File: config.mk
export PLATFORM = sky130hd
export DESIGN_NAME = dmem_arbiter
export DESIGN_NICKNAME = d
export VERILOG_FILES = /design/src/rtl/dmem_arbiter.sv
export SDC_FILE = /design/constraint.sdc
export NUM_CORES = 1
export LEC_CHECK = 0
export BUFFER_PORTS_ARGS = -buffer_cell sky130_fd_sc_hd__buf_4
export CORE_AREA = 2 2 92 94
export CTS_BUF_LIST = sky130_fd_sc_hd__clkbuf_2
export CTS_CLUSTER_SIZE = 24
export DETAILED_ROUTE_END_ITERATION = 6
export DIE_AREA = 0 0 94 96
export GPL_TIMING_DRIVEN = 0
export PLACE_DENSITY = 0.6
export SYNTH_ARGS = -nofsm -noshare
export SYNTH_HDL_FRONTEND = slang
export SYNTH_SLANG_ARGS = --single-unit
File: constraint.sdc
create_clock -name clock -period 1.6 [get_ports clock]
set_input_delay 0.32 -clock clock [delete_from_list [all_inputs] [get_ports clock]]
set_output_delay 0.32 -clock clock [all_outputs]
set_load 0.02 [all_outputs]
File: src/rtl/dmem_arbiter.sv
// -----------------------------------------------------------------------------
// dmem_arbiter
//
// Shares the single-port, registered-output dmem syncram between the processor
// load/store path (port P) and a debug/loader master (port D). P wins when both
// ports request. A starvation counter hands priority to D after MAX_WAIT
// consecutive blocked cycles. Read data comes back one cycle after the grant and
// goes only to the port that issued the read.
//
// Optional build macro: DMEM_ARB_STATS_EN
//   When defined, the block has an extra input stats_clr and an extra output
//   conflict_cnt. conflict_cnt is a saturating count of cycles in which both
//   ports request at once.
//
// Parameters:
//   ADDR_W   - dmem word-address width
//   DATA_W   - data width
//   MAX_WAIT - blocked D cycles before D gets priority (1..15)
//
// Ports:
//   clock                         dmem-domain clock, rising edge
//   reset                         asynchronous reset, active low
//   p_req/p_addr/p_wren/p_wdata   port P request
//   p_gnt                         P accepted this cycle (combinational)
//   p_rvalid/p_rdata              P read return
//   d_req/d_addr/d_wren/d_wdata   port D request
//   d_gnt                         D accepted this cycle (combinational)
//   d_rvalid/d_rdata              D read return
//   mem_address/mem_data/mem_wren drive to the dmem syncram
//   mem_q                         dmem read data, one cycle after the read
//   stats_clr, conflict_cnt       (DMEM_ARB_STATS_EN only) contention counter
// -----------------------------------------------------------------------------
module dmem_arbiter #(
    parameter int ADDR_W   = 12,
    parameter int DATA_W   = 32,
    parameter int MAX_WAIT = 4
) (
    input  logic              clock,
    input  logic              reset,
    input  logic              p_req,
    input  logic [ADDR_W-1:0] p_addr,
    input  logic              p_wren,
    input  logic [DATA_W-1:0] p_wdata,
    output logic              p_gnt,
    output logic              p_rvalid,
    output logic [DATA_W-1:0] p_rdata,
    input  logic              d_req,
    input  logic [ADDR_W-1:0] d_addr,
    input  logic              d_wren,
    input  logic [DATA_W-1:0] d_wdata,
    output logic              d_gnt,
    output logic              d_rvalid,
    output logic [DATA_W-1:0] d_rdata,
    output logic [ADDR_W-1:0] mem_address,
    output logic [DATA_W-1:0] mem_data,
    output logic              mem_wren,
`ifdef DMEM_ARB_STATS_EN
    input  logic              stats_clr,
    output logic [15:0]       conflict_cnt,
`endif
    input  logic [DATA_W-1:0] mem_q
);

    typedef enum logic {
        P_PRIO = 1'b0,
        D_PRIO = 1'b1
    } arb_state_t;

    localparam logic [3:0] MAX_W = 4'(MAX_WAIT);

    arb_state_t state_reg;
    arb_state_t state_next;
    logic [3:0] wait_cnt_reg;
    logic [3:0] wait_cnt_next;

    // Read owner, one bit per port: bit 0 = P, bit 1 = D, 2'b00 = no read in flight.
    logic [1:0] rd_owner_reg;
    logic [1:0] rd_owner_next;

    logic [1:0] gnt;

    // ------------------------------------------------------------------
    // Grant. Both outputs are forced low while reset is held so nothing
    // reaches dmem during reset.
    // ------------------------------------------------------------------
    always_comb begin
        gnt    = 2'b00;
        gnt[0] = reset && p_req && (!d_req || (state_reg == P_PRIO));
        gnt[1] = reset && d_req && (!p_req || (state_reg == D_PRIO));
    end

    assign p_gnt = gnt[0];
    assign d_gnt = gnt[1];

    // ------------------------------------------------------------------
    // Memory drive: the granted port passes straight through. With no
    // grant the bus is parked at zero.
    // ------------------------------------------------------------------
    always_comb begin
        mem_address = '0;
        mem_data    = '0;
        mem_wren    = 1'b0;
        if (gnt[0]) begin
            mem_address = p_addr;
            mem_data    = p_wdata;
            mem_wren    = p_wren;
        end else if (gnt[1]) begin
            mem_address = d_addr;
            mem_data    = d_wdata;
            mem_wren    = d_wren;
        end
    end

    // ------------------------------------------------------------------
    // Starvation counter and priority FSM
    // ------------------------------------------------------------------
    always_comb begin
        wait_cnt_next = 4'd0;
        if (d_req && !gnt[1]) begin
            wait_cnt_next = (wait_cnt_reg >= MAX_W) ? MAX_W : wait_cnt_reg + 4'd1;
        end
    end

    always_comb begin
        state_next = state_reg;
        case (state_reg)
            P_PRIO: begin
                if (wait_cnt_next == MAX_W) begin
                    state_next = D_PRIO;
                end
            end
            D_PRIO: begin
                // D gets one win, then P takes priority back. P also takes
                // it back if D gives up its request.
                if (gnt[1] || !d_req) begin
                    state_next = P_PRIO;
                end
            end
            default: state_next = P_PRIO;
        endcase
    end

    // A read is tagged with its issuer at the grant edge. Writes leave the
    // owner clear, so they produce no rvalid.
    always_comb begin
        rd_owner_next    = 2'b00;
        rd_owner_next[0] = gnt[0] && !p_wren;
        rd_owner_next[1] = gnt[1] && !d_wren;
    end

    always_ff @(posedge clock or negedge reset) begin
        if (!reset) begin
            state_reg    <= P_PRIO;
            wait_cnt_reg <= 4'd0;
            rd_owner_reg <= 2'b00;
        end else begin
            state_reg    <= state_next;
            wait_cnt_reg <= wait_cnt_next;
            rd_owner_reg <= rd_owner_next;
        end
    end

    // ------------------------------------------------------------------
    // Read return: mem_q goes only to the owner; the other port sees zero.
    // ------------------------------------------------------------------
    logic [1:0]        rvalid;
    logic [DATA_W-1:0] rdata [2];

    generate
        for (genvar gi = 0; gi < 2; gi++) begin : g_rd_ret
            assign rvalid[gi] = rd_owner_reg[gi];
            assign rdata[gi]  = rd_owner_reg[gi] ? mem_q : '0;
        end
    endgenerate

    assign p_rvalid = rvalid[0];
    assign p_rdata  = rdata[0];
    assign d_rvalid = rvalid[1];
    assign d_rdata  = rdata[1];

`ifdef DMEM_ARB_STATS_EN
    // ------------------------------------------------------------------
    // Contention counter. The clear wins over a same-cycle increment.
    // ------------------------------------------------------------------
    logic [15:0] conflict_cnt_reg;

    always_ff @(posedge clock or negedge reset) begin
        if (!reset) begin
            conflict_cnt_reg <= 16'd0;
        end else if (stats_clr) begin
            conflict_cnt_reg <= 16'd0;
        end else if (p_req && d_req && (conflict_cnt_reg != 16'hFFFF)) begin
            conflict_cnt_reg <= conflict_cnt_reg + 16'd1;
        end
    end

    assign conflict_cnt = conflict_cnt_reg;
`endif

endmodule
Word-level counts from Yosys, hierarchy flattened

Cells that the tools add are included.

Logic and storage cells: 35
Input port bits: 126
Output and inout bits: 113
Bits in registers: 7

Eq/ne operators: 1
$add $sub $neg: 1
$lt $le $gt $ge: 1
Reductions and logical operators: 15
Bitwise gates (word level): 1
Multiplexer cells: 13

Operator list:

| operator                                                          | number |
|---|---|
| two-way mux 32 bit                                                | 4 |
| two-way mux 12 bit                                                | 2 |
| two-way mux 4 bit                                                 | 2 |
| logical AND 1 bit                                                 | 7 |
| zero test 1 bit                                                   | 5 |
| adder 4 x 1 -> 4 bit, second input constant                       | 1 |
| == test 4 x 3 -> 1 bit, second input constant                     | 1 |
| greater-or-equal comparator 4 x 3 -> 1 bit, second input constant | 1 |
| two-way mux 1 bit                                                 | 4 |
| logical OR 1 bit                                                  | 3 |
| case mux 1 bit (2 select lines)                                   | 1 |
| inverter 1 bit                                                    | 1 |

Logic depth before layout (Yosys ltp)

Gate-level depths: netlist (run 1).

Depth in word-level cells: 9
Depth in mapped cells: 5
Depth with buffers taken out: 3

Worst setup path after synthesis (run 1)

No wires, ideal clock.

Path kind: reg-to-output
Start point: register state_reg
End point: output port mem_address[10]
Data required time: 1280 ps
Cell stages (with the launch flop): 6
Arrival time: 1193 ps
Slack: 87 ps
Cells stage by stage: dfrtp_1 nand2b_4 and3_4 buf_6 buf_6 a22o_1

Cells in the longest elaborated chain, start to end: 4

Ends and longest elaborated chain:

| item                                                           | line    | RTL |
|---|---|---|
| from (decl)                                                    | 71      | `arb_state_t state_reg;` |
| from (signal assigned)                                         | 157     | `state_reg <= state_next;` |
| logical OR 1 bit / inverter 1 bit (equally long branches)      | 89, 88  |  |
| logical AND 1 bit / logical OR 1 bit (equally long branches)   | 89, 88  |  |
| two-way mux 12 bit / logical AND 1 bit (equally long branches) | 107, 88 |  |
| two-way mux 12 bit (*)                                         | 103     | `if (gnt[0]) begin` |
| to (decl)                                                      | 54      | `output logic [ADDR_W-1:0] mem_address,` |

Every way passes the cells marked *; elsewhere a longest branch is shown, timed or not.

Worst setup path in the final report (run 1)

Start point: register state_reg
End point: output port mem_data[17]

Cells in the longest elaborated chain, start to end: 4

Ends and longest elaborated chain:

| item                                                           | line    | RTL |
|---|---|---|
| logical OR 1 bit / inverter 1 bit (equally long branches)      | 89, 88  |  |
| logical AND 1 bit / logical OR 1 bit (equally long branches)   | 89, 88  |  |
| two-way mux 32 bit / logical AND 1 bit (equally long branches) | 107, 88 |  |
| two-way mux 32 bit (*)                                         | 103     |  |
| to (decl)                                                      | 55      | `output logic [DATA_W-1:0] mem_data,` |

Marks and branches as above.

==> results of run 1 <==
-- worst max path at each step --
| stage | depth (start not counted) | endpoint | start |
|---|---|---|---|
| after floorplan | 5 | mem_address[10] | state_reg$_DFF_PN0_ |
| after global placement | 7 | mem_data[17] | reset |
| after detailed placement | 7 | mem_data[11] | reset |
| after CTS | 6 | mem_data[11] | state_reg$_DFF_PN0_ |
| after global routing | 6 | mem_data[24] | state_reg$_DFF_PN0_ |
| final | 6 | mem_data[17] | state_reg$_DFF_PN0_ |
-- worst register-to-register path: cells and delay by family (launching register included) --
| kind | cells | cell delay, ps |
|---|---|---|
| simple gates | 2 | 420 |
| flops | 1 | 380 |
| compound gates | 1 | 230 |
| buf+inv | 1 | 120 |
-- cells in the mapped netlist (2+ instances only) --
cell      number
nor3_1         2
clkbuf_1       6
buf_6          7
and2_1        64
a22o_1        45
nor2b_1        2
dfrtp_1        7
buf_2          3
-- what timing repair did --
action,CTS,global route
buffers inserted,4,2
gates cloned,2,2
pin swaps,7,9
hold buffers,1,0
gates resized for setup,50,10
hold endpoints to repair,7,0
endpoints found under the setup margin,106,107
-- power breakdown --
group / internal, mW / switching (mW)
Clock: 0.0663 / 0.0590
Combinational: 0.537 / 0.384
Sequential: 0.186 / 0.00897
-- per-layer routing --
metal,wire length [um],GRT usage [%],vias up,share of wire (%)
met3,693,3.13,4,9.6
met5,0,0,-,0
met2,3900,25.5,118,54
li1,-,-,1043,-
met1,2630,15.2,941,36
met4,22,0.845,0,0.30
-- cells by family after synthesis --
logic type | Yosys count
simple gates | 75
compound gates | 48
buf+inv | 16
flops | 7
fa+ha+maj | 1
other cells | 1
-- cell usage in the layout (no fill, tap or decap), types with 2 or more instances in the layout --
cell and n:
buf_4 207, and2_1 64, a22o_1 45, buf_6 42, clkbuf_2 9, dfrtp_1 5
buf_8 4, buf_2 2, nor3_1 2, nor2b_1 2, dfrtp_2 2
-- final cells by class --
type	count	area, sq um	area share (%)
sequential	7	178	5.10
timing repair buffer	249	2080	59.7
buffer	16	156	4.49
tap	105	131	3.77
clock buffer	4	20.0	0.574
multi-input combinational	125	920	26.4
-- metrics by stage --
stage               util [%]  instances  total power [mW]  setup TNS, ps  hold slack, ps
finish                  43.3        506              1.24          -9630             248
global route            43.3        506              1.32         -13310             227
CTS                     42.3        502              1.23         -10340             243
detailed placement      38.8        491              1.00          -3550             148
global placement        38.8        491             0.998          -3130             145
floorplan                  -        148             0.538              0            24.4
==> metrics.md, run 1 <==
| Metric | Value |
|---|---|
| Outcome | `complete, but fails checks` |
| Violations in the final reports | `setup timing` |
| Cell count after synthesis | `148` |
| Antenna violations before repair | `0` |
| Final instance area | `3490 sq um` |
| Kind of cell with the highest combined delay on the critical path | `buffers and inverters` |
| Die Outline Area | `9020 sq um` |
| Slack of the worst reg-to-reg path | `350 ps` |
| Syn Std Cell Area | `1200 sq um` |
| GRT Util Overall | `13.1%` |
| Flip-flop count of the largest register after layout | `4` |
| Cell type of the slowest stage on the worst timing path | `dfrtp_1` |
| RR Endpoint | `wait_cnt_reg[1]$_DFF_PN0_` |
| Compound-cell area share of the yosys netlist | `34.7%` |
| Top cells by area in the synthesized netlist | `and2_1, a22o_1, dfrtp_1` |
| Number of nets still failing antenna checks after routing | `0` |
| Number of flops mapped to enable cells by yosys | `0` |
| Wire length of the first global-routing pass | `9550 um` |
| Netlist cell types | `20` |
| Hold Vio Cnt, Final | `0` |
| Adder-cell share of the synthesized area | `1.04%` |
| Net count after synthesis | `275` |
| Clock tree from TritonCTS | `yes` |
| Data arrival, critical path | `1540 ps` |
| Clock-pin slew on the worst setup and hold paths | `70 ps` |
| Antenna fix cells | `0` |
| Number of cell instances on the worst register-to-register path | `4` |
| # rows | `33` |
| Destination of the worst hold path | `rd_owner_reg[0]$_DFF_PN0_` |
| Pin count of the biggest net entering global routing | `11` |
| Top cell type by total area after synthesis | `and2_1` |
| Worst ir drop on vdd | `0.255 mV` |
| Delay of the slowest cell on the worst path | `380 ps` |
| R2r startpoint | `state_reg$_DFF_PN0_` |
| Portion of netlist area occupied by mux cells | `0%` |
| Startpoint class of the critical path | `flop` |
| Maximum clock frequency | `538 MHz` |
| Pre-CTS setup slack | `-147 ps` |
| Max-capacitance violation count | `0` |
| Instance area at placement | `3120 sq um` |
| DRC violation total after the first TritonRoute iteration | `42` |
| Total wire length after detailed routing | `7250 um` |
| CTS sink count | `7` |
| Sequential-to-total area share from yosys stat | `14.6%` |
| Vias in the first global route | `1884` |
| Vias per Instance | `4.16` |
| Series of cell instances along the critical path | `nand2b_4, and3_4, buf_12, buf_8, a22o_1, buf_6` |
| CTS Root Buffer Type | `clkbuf_2` |
| Post-synthesis xor/xnor area fraction | `0%` |
| Element type at the critical path end | `primary output` |
| Static Leakage | `1.91 nW` |
| Yosys warnings | `0` |
| Hold Startpoint | `p_wren` |
| Cell depth of the worst hold path | `2` |
| Die Width | `94 um` |
| Nets | `529` |
| Leftover overflow at the end of global routing | `0` |
| Asr flop ratio synth | `100%` |
| Number of fillers in the final layout | `795` |
| Share of layout cells above drive strength 1 | `68.3%` |
| Die height | `96 um` |
| Number of buffers added by the clock tree synthesis step | `3` |
| Shortest clock period the worst path allows after layout | `1860 ps` |
| Flop and latch count out of synthesis | `7` |
| Worst Skew | `3.40 ps` |
| Area of the core | `8050 sq um` |
| Number of port buffers | `238` |
| Max Transition Viols Final | `0` |
| Final HPWL from detailed placement | `5910 um` |
| Largest fanout on the critical path | `7` |
| Total DRC errors in the routed layout | `0` |
| Per-cell routed wire length | `14.3 um` |
| Area fraction of the dominant cell type after synthesis | `33.3%` |
| Count of pins on the block boundary | `239` |
| Worst Hold Class | `in -> reg` |
| Critical setup path kind | `reg -> out` |
| Number of H-tree branching levels | `1` |
| Number of optimization iterations in the first detailed-route pass | `4` |
| Weighted congestion at the end of routability-driven global placement | `0.765` |
| Post-route worst setup slack | `-258 ps` |
| Buffering stage count on the worst path with inverters included | `3` |
| Insertion delay to the later sink of the worst-skew pair | `220 ps` |
| Most used DFF post-synth | `dfrtp_1` |
| Main combinational cell family by area after synthesis | `simple AND/OR/NAND/NOR gates` |
| Post-synthesis share of cell area spent on and, or, nand and nor gates | `39.7%` |
| Initial Utilization | `14.9%` |
| Mean area per synthesized cell | `8.13 sq um` |
| Data required time at the worst endpoint | `1280 ps` |
| Vias | `2106` |
| Fraction of the cycle the final worst path needs | `116%` |
| Synthesis-to-layout area growth | `190%` |
| RSZ-0062 raised after global routing | `yes` |
| Number of buffers on the longest clock path | `2` |
| Total setup violations reported at the end of the flow | `46` |
| Cell Pwr Density | `356 nW/um^2` |
No activity file was read; power rests on OpenSTA's default activity.
==> run 2: changes to the inputs <==
--- a/config.mk
+++ b/config.mk
@@ -13,6 +13,7 @@
 export DIE_AREA = 0 0 94 96
 export GPL_TIMING_DRIVEN = 0
 export PLACE_DENSITY = 0.6
+export SKIP_LAST_GASP = 1
 export SYNTH_ARGS = -nofsm -noshare
 export SYNTH_HDL_FRONTEND = slang
 export SYNTH_SLANG_ARGS = --single-unit
==> metrics.md, run 2 (synthesis results as in run 1) <==
| Metric | Value |
|---|---|
| Final design utilization | `43.0%` |
| Flop pwr share | `15.8%` |
| Per-cell routed wire length | `14.5 um` |
| Met2 capacity usage during global routing | `24.9%` |
| Critical setup path kind | `reg -> out` |
| Synthesis-to-layout area growth | `188%` |
| Worst Skew | `3.40 ps` |
| Cell type of the slowest stage on the worst timing path | `dfrtp_1` |
| Area of the core | `8050 sq um` |
| Most frequent cells in the layout | `buf_4, and2_1, a22o_1` |
| Number of H-tree branching levels | `1` |
| GRT Util Overall | `13.0%` |
| Hold Vio Cnt, Final | `0` |
| Antenna violations before repair | `0` |
| Flip-flop count of the largest register after layout | `4` |
| Leftover overflow at the end of global routing | `0` |
| Pre-CTS setup slack | `-147 ps` |
| Number of buffers on the longest clock path | `2` |
| Combinational fraction of design power | `74.1%` |
| CTS sink count | `7` |
| Series of cell instances along the critical path | `nand2b_4, and3_4, buf_8, buf_8, a22o_1, buf_6` |
| RSZ-0062 raised after global routing | `yes` |
| Vias in the first global route | `1867` |
| Number of optimization iterations in the first detailed-route pass | `4` |
| Cell internal pwr | `784 uW` |
| Global route hottest layer | `met2` |
| Shortest clock period the worst path allows after layout | `1860 ps` |
| Antenna fix cells | `0` |
| Data arrival, critical path | `1540 ps` |
| Total setup violations reported at the end of the flow | `46` |
| Largest fanout on the critical path | `10` |
| Most frequent CP cell | `buf_8` |
| DRC violation total after the first TritonRoute iteration | `27` |
| Die Width | `94 um` |
| Met3 GRT Util | `3.13%` |
| Vias | `2099` |
| Element type at the critical path end | `primary output` |
| CTS Root Buffer Type | `clkbuf_2` |
| Grt met1 use | `15.2%` |
| Slack of the worst reg-to-reg path | `350 ps` |
| Maximum clock frequency | `539 MHz` |
| Worst ir drop on vdd | `0.255 mV` |
| Number of buffers added by the clock tree synthesis step | `3` |
| Number of port buffers | `238` |
| Delay of the slowest cell on the worst path | `380 ps` |
| Data required time at the worst endpoint | `1280 ps` |
| Pin count of the biggest net entering global routing | `11` |
| Clock Power Share | `10.1%` |
| Clock-pin slew on the worst setup and hold paths | `70 ps` |
| Cell Pwr Density | `357 nW/um^2` |
| Post-route worst hold slack | `248 ps` |
| # rows | `33` |
| Violations in the final reports | `setup timing` |
| Wire length of the first global-routing pass | `9420 um` |
| Number of nets still failing antenna checks after routing | `0` |
| Total wire length after detailed routing | `7340 um` |
| Vias per Instance | `4.15` |
| Net Sw Power | `452 uW` |
| Max-capacitance violation count | `0` |
| Outcome | `complete, but fails checks` |
| Max Transition Viols Final | `0` |
| Die Outline Area | `9020 sq um` |
| Fraction of the cycle the final worst path needs | `116%` |
| Tot Pwr | `1.24 mW` |
| Total DRC errors in the routed layout | `0` |
| Switching portion of total power | `36.6%` |
| Clock tree from TritonCTS | `yes` |
| Nets | `529` |
| Most common library cell in the layout ignoring fill and taps | `buf_4` |
| Insertion delay to the later sink of the worst-skew pair | `220 ps` |
| Startpoint class of the critical path | `flop` |
| Die height | `96 um` |
| Count of pins on the block boundary | `239` |
| Weighted congestion at the end of routability-driven global placement | `0.765` |
| Final HPWL from detailed placement | `5910 um` |
| Initial Utilization | `14.9%` |
| Share of layout cells above drive strength 1 | `68.3%` |
| Static Leakage | `1.91 nW` |
| Worst Hold Class | `in -> reg` |
| Post-route worst setup slack | `-255 ps` |
==> run 2: final cells by class <==
cell class	instances	area, sq um
fill	805	4590
timing repair buffer	249	2060
multi-input combinational	125	920
sequential	7	178
buffer	16	155
tap	105	131
clock buffer	4	20.0
==> run 2: stage by stage <==
step                      instance area [sq um]  std cells  TNS [ps]
after global placement                     3120        491     -3130
final                                      3470        506     -9630
after global routing                       3470        506    -13340
after floorplan                            1200        148         0
after detailed placement                   3120        491     -3550
after CTS                                  3380        502    -10410
==> run 2: worst max-delay path, delay by kind of cell (launching register included) <==
family,cells,cell delay (ps)
compound gates,1,200
flops,1,380
buf+inv,3,420
simple gates,2,300
==> run 2: timing repair <==
| item | 4_1_cts | 5_1_grt |
|---|---|---|
| hold buffers | 1 | 0 |
| cloned | 2 | 2 |
| endpoints found under the setup margin | 106 | 107 |
| resized for setup | 42 | 13 |
| hold endpoints to repair | 7 | 0 |
| setup buffers | 4 | 2 |
| pin swaps | 7 | 8 |
==> run 2: final timing paths <==
kind / startpoint / end / cells after the start
setup / recovery: state_reg$_DFF_PN0_ / mem_data[15] / 6
hold / removal: p_wren / rd_owner_reg[0]$_DFF_PN0_ / 2
setup reg to reg: state_reg$_DFF_PN0_ / wait_cnt_reg[1]$_DFF_PN0_ / 4
hold reg to reg: wait_cnt_reg[0]$_DFF_PN0_ / wait_cnt_reg[0]$_DFF_PN0_ / 1
max in group asynchronous: reset / rd_owner_reg[1]$_DFF_PN0_ / 2
min in group asynchronous: reset / wait_cnt_reg[1]$_DFF_PN0_ / 2
==> run 2: power groups by stage <==
stage	Sequential, mW	Combinational, mW	Clock (mW)
3_3_place_gp	0.199	0.799	0
4_1_cts	0.195	0.889	0.132
6_report	0.195	0.916	0.125
5_1_grt	0.197	0.969	0.144
3_5_place_dp	0.200	0.805	0
2_1_floorplan	0.198	0.340	0
==> run 2: per-layer routing <==
metal / part of all wire, % / up-vias
li1: - / 1043
met1: 38 / 942
met2: 53 / 112
met3: 8.9 / 2
met4: 0.095 / 0
met5: 0 / -
==> run 3: changes to the inputs <==
==> constraint.sdc (replaced) <==
create_clock -name clock -period 1.6 [get_ports clock]
set_input_delay 0.32 -clock clock [delete_from_list [all_inputs] [get_ports clock]]
set_output_delay 0.32 -clock clock [all_outputs]
set_load 0.005 [all_outputs]
==> metrics.md, run 3 (synthesis results as in run 1) <==
| Metric | Value |
|---|---|
| Total DRC errors in the routed layout | `0` |
| Startpoint class of the critical path | `flop` |
| Cell Pwr Density | `311 nW/um^2` |
| Data required time at the worst endpoint | `1280 ps` |
| Die Outline Area | `9020 sq um` |
| Insertion delay to the later sink of the worst-skew pair | `220 ps` |
| Fraction of the cycle the final worst path needs | `115%` |
| Largest fanout on the critical path | `8` |
| Final instance area | `3370 sq um` |
| Hold Startpoint | `p_wren` |
| Cell depth of the worst hold path | `2` |
| Number of nets still failing antenna checks after routing | `0` |
| Number of buffers added by the clock tree synthesis step | `3` |
| Vias in the first global route | `1813` |
| Antenna violations before repair | `0` |
| Total setup violations reported at the end of the flow | `45` |
| Most common library cell in the layout ignoring fill and taps | `buf_4` |
| Max-capacitance violation count | `0` |
| Number of H-tree branching levels | `1` |
| Launch point of the critical path | `state_reg$_DFF_PN0_` |
| RR Endpoint | `wait_cnt_reg[1]$_DFF_PN0_` |
| Destination of the worst hold path | `rd_owner_reg[0]$_DFF_PN0_` |
| Number of optimization iterations in the first detailed-route pass | `4` |
| Total wire length after detailed routing | `7110 um` |
| Count of pins on the block boundary | `239` |
| Worst Skew | `3.42 ps` |
| Pin count of the biggest net entering global routing | `11` |
| GRT Util Overall | `12.9%` |
| Tot Pwr | `1.05 mW` |
| Wire length of the first global-routing pass | `9360 um` |
| R2r startpoint | `state_reg$_DFF_PN0_` |
| Share of layout cells above drive strength 1 | `68.5%` |
| Instance area at placement | `3120 sq um` |
| Synthesis-to-layout area growth | `180%` |
| Number of buffers on the longest clock path | `2` |
| Area of the core | `8050 sq um` |
| Static Leakage | `1.88 nW` |
| Outcome | `complete, but fails checks` |
| Slack of the worst reg-to-reg path | `350 ps` |
| Data arrival, critical path | `1530 ps` |
| Critical setup path kind | `reg -> out` |
| Most frequent cells in the layout | `buf_4, and2_1, a22o_1` |
| Die height | `96 um` |
| Violations in the final reports | `setup timing` |
| Worst ir drop on vdd | `0.240 mV` |
| Worst Hold Class | `in -> reg` |
| Leftover overflow at the end of global routing | `0` |
| CTS Root Buffer Type | `clkbuf_2` |
| Layout Cells excl Fill | `508` |
| Clock-pin slew on the worst setup and hold paths | `70 ps` |
| Clock tree from TritonCTS | `yes` |
| Number of port buffers | `238` |
| Vias per Instance | `4.12` |
| Vias | `2094` |
| Per-cell routed wire length | `14.0 um` |
| Placed Cells incl. Taps | `491` |
| Element type at the critical path end | `primary output` |
| Die Width | `94 um` |
| Max Transition Viols Final | `0` |
| Shortest clock period the worst path allows after layout | `1850 ps` |
| Post-route worst hold slack | `248 ps` |
| CTS sink count | `7` |
| Antenna fix cells | `0` |
| Number of cell instances on the worst register-to-register path | `4` |
| # rows | `33` |
| DRC violation total after the first TritonRoute iteration | `29` |
| Flip-flop count of the largest register after layout | `4` |
| Final HPWL from detailed placement | `5910 um` |
| Maximum clock frequency | `542 MHz` |
| Nets | `531` |
| Initial Utilization | `14.9%` |
| Post-route worst setup slack | `-246 ps` |
| Hold Vio Cnt, Final | `0` |
| RSZ-0062 raised after global routing | `yes` |
| Weighted congestion at the end of routability-driven global placement | `0.765` |
-- run 3: cell count changes in the layout (fill, tap and decap cells not counted), sizes merged --
cell | previous run | this run
bufbuf | 1 | 0
buf | 257 | 260
-- run 3: layer usage --
layer	track usage (%)	routed length, um	vias up
met5	0	0	-
met1	15.4	2670	929
met3	2.82	669	2
li1	-	-	1044
met2	24.6	3760	119
met4	0.725	7	0
-- run 3: final cells by class --
type / count / area [sq um]
Multi-Input combinational cell: 125 / 920
Sequential cell: 7 / 178
Buffer: 16 / 156
Fill cell: 804 / 4690
Timing Repair Buffer: 251 / 1960
Tap cell: 105 / 131
Clock buffer: 4 / 20.0
-- run 3: how the worst max path moves through the flow --
| stage | end | slack, ps | cells past startpoint |
|---|---|---|---|
| finish | mem_data[17] | -250 | 6 |
| global route | mem_data[17] | -310 | 6 |
| CTS | mem_data[17] | -250 | 6 |
| detailed placement | mem_data[11] | -120 | 7 |
| global placement | mem_data[17] | -90 | 7 |
| floorplan | mem_address[10] | 150 | 5 |
-- run 3: report_power, final --
part / switching, mW / total, mW / internal (mW)
combinational: 0.234 / 0.727 / 0.493
sequential: 0.00898 / 0.195 / 0.186
clock: 0.0591 / 0.125 / 0.0663
total: 0.302 / 1.05 / 0.745
-- run 3: worst max-delay path, cell delays in order (launching register included) --
cell	delay, ps
dfrtp_1	380
nand2b_4	140
and3_4	160
buf_12	150
buf_8	120
a22o_1	220
buf_6	120
-- run 3: stage by stage --
step	util, %	setup TNS, ps	worst slack, ps
2_1_floorplan	-	0	153
3_3_place_gp	38.8	-2190	-93.3
3_5_place_dp	38.8	-2600	-116
4_1_cts	40.8	-9570	-245
5_1_grt	41.8	-12300	-314
6_report	41.8	-8650	-246
-- run 3: repair_timing --
action / 4_1_cts / 5_1_grt
hold endpoints to repair: 7 / 0
cloned: 4 / 1
pin swaps: 3 / 5
hold buffers: 1 / 0
resized for setup: 17 / 17
endpoints found under the setup margin: 96 / 77
buffers inserted: 2 / 5
